--- src/rtl/pattern_detector.sv ---
// Serial bit-pattern detector: programmable pattern and length, optional
// overlapping matches, Mealy or registered match output, saturating match counter.
module pattern_detector #(
  parameter int MAX_LEN = 8,
  parameter int CNT_W   = 8,
  parameter int REG_OUT = 0,
  localparam int LEN_W  = $clog2(MAX_LEN + 1)
) (
  input  logic               clk,
  input  logic               reset,
  input  logic               cfg_load,
  input  logic [MAX_LEN-1:0] cfg_pattern,
  input  logic [LEN_W-1:0]   cfg_len,
  input  logic               cfg_overlap,
  input  logic               in_valid,
  input  logic               in,
  input  logic               clr_count,
  output logic               match,
  output logic [CNT_W-1:0]   match_count
);

  localparam logic [MAX_LEN-1:0] RST_PATTERN = MAX_LEN'(5);
  localparam logic [LEN_W-1:0]   RST_LEN     = LEN_W'(3);
  localparam logic [LEN_W-1:0]   MAX_LEN_L   = LEN_W'(MAX_LEN);

  logic [MAX_LEN-1:0] pattern_q;
  logic [LEN_W-1:0]   len_q;
  logic               overlap_q;
  logic [MAX_LEN-1:0] hist;
  logic [LEN_W-1:0]   fill;
  logic               match_q;

  logic [MAX_LEN-1:0] shifted;
  logic [MAX_LEN-1:0] mask;
  logic [LEN_W-1:0]   len_eff;
  logic [LEN_W:0]     fill_inc;
  logic               hit;

  // cfg_len is wide enough to exceed MAX_LEN, so clamp before use.
  assign len_eff  = (len_q > MAX_LEN_L) ? MAX_LEN_L : len_q;
  assign shifted  = {hist[MAX_LEN-2:0], in};
  assign fill_inc = {1'b0, fill} + (LEN_W + 1)'(1);

  always_comb begin
    mask = '0;
    for (int i = 0; i < MAX_LEN; i++) begin
      mask[i] = (i < int'(len_eff));
    end
  end

  assign hit = in_valid && !cfg_load && (len_eff != '0)
               && (fill_inc >= {1'b0, len_eff})
               && ((shifted & mask) == (pattern_q & mask));

  assign match = (REG_OUT != 0) ? match_q : hit;

  always_ff @(posedge clk or posedge reset) begin
    if (reset) begin
      pattern_q   <= RST_PATTERN;
      len_q       <= RST_LEN;
      overlap_q   <= 1'b1;
      hist        <= '0;
      fill        <= '0;
      match_q     <= 1'b0;
      match_count <= '0;
    end else begin
      match_q <= hit;

      if (cfg_load) begin
        pattern_q <= cfg_pattern;
        len_q     <= cfg_len;
        overlap_q <= cfg_overlap;
        hist      <= '0;
        fill      <= '0;
      end else if (in_valid) begin
        hist <= shifted;
        // Non-overlap: the completing bit must not seed the next match.
        if (hit && !overlap_q) begin
          fill <= '0;
        end else if (fill < MAX_LEN_L) begin
          fill <= fill_inc[LEN_W-1:0];
        end
      end

      if (clr_count) begin
        match_count <= '0;
      end else if (hit && (match_count != '1)) begin
        match_count <= match_count + CNT_W'(1);
      end
    end
  end

endmodule

--- config.mk ---
export PLATFORM = sky130hd
export DESIGN_NAME = pattern_detector
export DESIGN_NICKNAME = d
export VERILOG_FILES = /design/src/rtl/pattern_detector.sv
export SDC_FILE = /design/constraint.sdc
export NUM_CORES = 1
export LEC_CHECK = 0
export CORE_MARGIN = 8
export CORE_UTILIZATION = 57
export CTS_CLUSTER_SIZE = 40
export DETAILED_ROUTE_END_ITERATION = 10
export GPL_TIMING_DRIVEN = 0
export PLACE_DENSITY = 0.84
export SETUP_SLACK_MARGIN = 0.02
export SLEW_MARGIN = 5
export SYNTH_ARGS = -nofsm -noshare
export SYNTH_HDL_FRONTEND = slang
export SYNTH_SLANG_ARGS = --single-unit
--- constraint.sdc ---
create_clock -name clk -period 7.36 [get_ports clk]
set_input_delay 0.736 -clock clk [delete_from_list [all_inputs] [get_ports clk]]
set_output_delay 0.736 -clock clk [all_outputs]
set_load 0.005 [all_outputs]
Word level (Yosys, flattened, before mapping)
Cells that the tools add are included.
{ "totals": {"ff_bits": 32, "in_bits": 19, "out_inout_bits": 9, "elab_cells": 45} }
{ "op_classes": {"add_sub_neg": 2, "n_lt_le_gt_ge": 11, "n_eq_ne": 2, "n_mux": 9, "bitwise": 2, "n_reduce_logical": 13} }
{ "ops": {"columns": ["op", "count"], "rows": [
  ["$mux 4", 5],
  ["$and 8x8->8", 2],
  ["$lt 3x4->1 const A", 4],
  ["$mux 8", 2],
  ["$mux 7", 2],
  ["$add 8x1->8 const B", 1],
  ["$eq 8x8->1", 1],
  ["$lt 1x4->1 const A", 2],
  ["$lt 2x4->1 const A", 2],
  ["$ne 8x8->1 const B", 1],
  ["$logic_and 1x1->1", 6],
  ["$add 4x1->5 const B", 1],
  ["$ge 5x4->1", 1],
  ["$gt 4x4->1 const B", 1],
  ["$lt 4x4->1 const B", 1],
  ["$reduce_bool 2->1", 2],
  ["$reduce_bool 4->1", 1],
  ["$reduce_bool 3->1", 1],
  ["$logic_not 1->1", 2],
  ["$reduce_and 2->1", 1]
]} }

Logic depth before layout (Yosys ltp)
{ "logic_depth": {"word_depth": 10, "mapped_depth": 9, "depth_no_buf": 7} }

Worst setup path after synthesis
Ideal clock, no wire load.
{ "synth_path": {"path_type": "input to output", "from": "input port cfg_load", "to": "output port match", "t_arrival_ns": 1.767, "setup_slack_ns": 4.857, "path_stages": 5, "path_buffers": 2, "path_cell_list": "clkbuf_1 > nor4b_1 > o2111ai_2 > buf_6 > nor2_1"} }
{ "synth_via": {"elab_chain_cells": 5} }
{ "synth_lines": {"columns": ["element", "line", "source"], "rows": [
  ["start: declaration", "11", "input logic cfg_load,"],
  ["$logic_not 1->1", "51", "assign hit = in_valid && !cfg_load && (len_eff != '0)"],
  ["$logic_and 1x1->1 (2 in series)", "51", null],
  ["$logic_and 1x1->1", "52", "&& (fill_inc >= {1'b0, len_eff})"],
  ["$logic_and 1x1->1", "53", "&& ((shifted & mask) == (pattern_q & mask));"],
  ["end: declaration", "18", "output logic match,"]
]} }
No other way between the ends.

Worst setup path after layout
{ "layout_path": {"from": "register len_q[3]", "to": "output port match"} }
{ "layout_via": {"elab_chain_cells": 6, "word_cells_on_any_way": 18, "classes_between": "order compare: 10; eq/ne: 1; mux: 1; bitwise: 2; reduce/logical: 4"} }
{ "layout_lines": {"columns": ["element", "line", "source"], "rows": [
  ["start: declaration", "27", "logic [LEN_W-1:0] len_q;"],
  ["start signal: assignment", "71", "len_q <= cfg_len;"],
  ["$gt 4x4->1", "40", "assign len_eff = (len_q > MAX_LEN_L) ? MAX_LEN_L : len_q;"],
  ["$mux 4 (*)", "40", null],
  ["$lt 1x4->1, or another cell as far along", "47", "mask[i] = (i < int'(len_eff));"],
  ["$and 8x8->8 or $logic_and 1x1->1 (tied branches)", "53, 51", null],
  ["$eq 8x8->1 or $logic_and 1x1->1 (tied branches)", "53, 52", null],
  ["$logic_and 1x1->1 (*)", "53", null]
]} }
Every way passes the cells marked *; elsewhere a longest branch is shown, timed or not.

==> metrics.txt <==
status finished clean; CP Capture Point match; crit path time final 3570 ps; largest family of logic cells by synthesized area simple AND/OR/NAND/NOR gates; final hold slack 538 ps; Peak supply drop 0.0930 mV; Placed Area 2100 um^2; initial DRC count 40; Area Overhead vs Synth 20.9%; Hold Crit Class register to register; RSZ-0062 raised after global routing no; total power 0.359 mW; DR WL/cell 15.4 um; Post-synth EDFFs 0; Setup WS post-layout 3790 ps; Setup crit end kind output port; CTS tree built; Synth Register Bits 32; Worst Path Required 6620 ps; total wire length 3720 um; vias in the first global route 1339; FILL cells 235; Ports 28; ys async rst share 100%; GPL Wtd Cong 0.890; post-cts resize count 0; TritonRoute pass-1 iters 4; Sw Pwr 0.0946 mW; postcts setup bufs 0; Worst-Margin Slew 1100 ps; remaining global-route overflow 0; vias 1355; maxcap violations 0; post-synthesis compound-gate area fraction 10.5%; Slew Limit Fails 0; Leak 0.894 nW; Worst Skew 8.99 ps; fmax 0.280 GHz; worst rel slew slack 26.4%; Placement Rows 20; Worst Setup SP len_q[3]$_DFFE_PP0P_; Via-to-Cell Ratio 5.62; clk root buf clkbuf_4; Setup CP Type register to output port; DP HPWL 2850 um; simple-gate share of the synthesized area 17.2%; initial antenna violation count 0; share of post-route cells with drive strength above 1 18.3%; Die Y 72.0 um; clock slew at reported path FFs 100 ps; Worst setup SP type register; ANT cells 0; Sw Share 26.4%; Detail Route Antenna Nets 0; r2r endpoint match_count[2]$_DFFE_PP0P_; pre-CTS setup slack 3860 ps; post-synth cell types 43; post-synthesis mux area share 14.5%; largest net degree at the start of global routing 33; core area 3030 um^2; die area 5190 um^2; first-pass GRT wire length 5920 um; Cell Int Power 0.264 mW; worst-case clock buffer depth 2; initial core utilization 59.1%; most used flip-flop cell after synthesis dfrtp_1; Warnings, synthesis 0; Total GRT Usage 14.7%; Seq/Total Area, Yosys 45.1%; Synth Cell Area 1790 um^2; cells on worst reg2reg path 8; share of power burned in registers 54.2%; XOR/XNOR Fraction of Synth Area 4.90%; R2R Path Start fill[0]$_DFFE_PP0P_; port bufs 26; pwr/cell area 166 nW/um^2; hold buffer count at cts 0; Adder-Cell Fraction of Synth Area 4.20%; Cells after Synth 163; setup_tns 0 ps; Setup Viol. Count Final 0; clock latency on the worst-skew pair 330 ps; worst-path fanout max 10; Tcrit/Tclk final 48.5%; CP Data Arrival Time 2840 ps; Clock Sinks 32; Die W 72.0 um; Design Area, Final 2160 um^2; TritonCTS Buffers 5; Layout Nets 221; Net Count, Synth 188; Syn Area/Cell 11.0 um^2; Clock power frac 29.1%; internal reg-to-reg setup slack 4750 ps; Residual DRC 0; Comb pwr share 16.7%; H-tree depth 2; Final Hold Vio Count 0
## stage by stage
stage,utilization (%),cells
3_3_place_gp,69.5,233
6_report,71.4,241
3_5_place_dp,69.5,233
2_1_floorplan,-,163
5_1_grt,71.4,241
4_1_cts,71.4,241
## cells in the mapped netlist (all sizes together), types with 2 or more instances
cell | instances | area (um^2)
dfrtp | 27 | 676
mux2 | 15 | 169
nor2 | 14 | 52.6
mux2i | 9 | 90.1
xor2 | 9 | 78.8
buf | 6 | 38.8
ha | 6 | 75.1
nor2b | 6 | 37.5
nor3 | 6 | 30.0
dfstp | 5 | 131
nand2 | 5 | 18.8
nand2b | 5 | 31.3
nand3 | 5 | 25.0
a211oi | 4 | 30.0
clkbuf | 4 | 15.0
a21oi | 3 | 15.0
inv | 3 | 11.3
o31ai | 3 | 22.5
a221oi | 2 | 23.8
nor4 | 2 | 12.5
nor4b | 2 | 17.5
o21ai | 2 | 10.0
or3 | 2 | 12.5
or4 | 2 | 15.0
or4b | 2 | 23.8
## critical path, stage by stage (launching register included)
cell and delay [ps]:
dfrtp_1 360, buf_6 130, and2b_2 210, ha_1 250
nand2b_1 140, a211oi_1 250, o21a_1 220, clkbuf_1 370
nor2_1 100, clkdlybuf4s50_1 470
## power by group through the flow
stage,Clock [mW],Sequential [mW],Combinational [mW]
floorplan,0,0.195,0.0413
global placement,0,0.197,0.0571
detailed placement,0,0.198,0.0601
CTS,0.108,0.194,0.0603
global route,0.114,0.196,0.0666
finish,0.104,0.195,0.0601
## worst min path at each step
stage                             start                       end  slack [ps]  cells past startpoint
2_1_floorplan  pattern_q[3]$_DFFE_PP0P_  pattern_q[3]$_DFFE_PP0P_         500                      1
3_3_place_gp   pattern_q[6]$_DFFE_PP0P_  pattern_q[6]$_DFFE_PP0P_         510                      1
3_5_place_dp   pattern_q[7]$_DFFE_PP0P_  pattern_q[7]$_DFFE_PP0P_         520                      1
4_1_cts        pattern_q[7]$_DFFE_PP0P_  pattern_q[7]$_DFFE_PP0P_         540                      1
5_1_grt        pattern_q[4]$_DFFE_PP0P_  pattern_q[4]$_DFFE_PP0P_         560                      1
6_report       pattern_q[7]$_DFFE_PP0P_  pattern_q[7]$_DFFE_PP0P_         540                      1
## routing by layer
layer | track usage [%] | wire length [um] | vias to the layer above
met5 | 0 | 0 | -
met4 | 7.71 | 57 | 0
met3 | 4.96 | 178 | 7
met2 | 24.2 | 1890 | 25
met1 | 16.4 | 1590 | 657
li1 | - | - | 666
## layout by cell type, fill, tap and decap left out, types with 3 or more instances in the layout
master,count
nor2_1,14
ha_1,6
mux2i_1,9
nand2_1,5
clkdlybuf4s50_1,26
nand3_1,5
dfrtp_1,27
nand2b_1,5
o31ai_1,3
nor2b_1,6
a211oi_1,4
mux2_2,15
nor3_1,6
buf_1,3
dfstp_2,5
xor2_1,9
clkbuf_4,5
a21oi_1,3
clkbuf_1,6
## cells by family (layout without fill, tap and decap cells)
logic type	Yosys count	count (layout)
AND/OR/NAND/NOR	55	55
multiplexers	24	24
flip-flops	32	32
XOR/XNOR	10	10
buffers and inverters	13	47
AO/OA/AOI/OAI	23	23
adder cells (fa/ha/maj)	6	6
## registers in the layout (all words and copies together), names as in the netlist
name	flops
fill	4
hist	7
pattern_q	8
overlap_q	1
len_q	4
match_count	8
## layout make-up
type | count | area [um^2] | share of cell area [%]
Inverter | 3 | 11.3 | 0.521
Multi-Input combinational cell | 118 | 917 | 42.4
Buffer | 10 | 53.8 | 2.49
Sequential cell | 32 | 807 | 37.3
Tap cell | 44 | 55.1 | 2.54
Clock buffer | 8 | 58.8 | 2.72
Timing Repair Buffer | 26 | 260 | 12.0
Power figures use the tool's default switching activity.
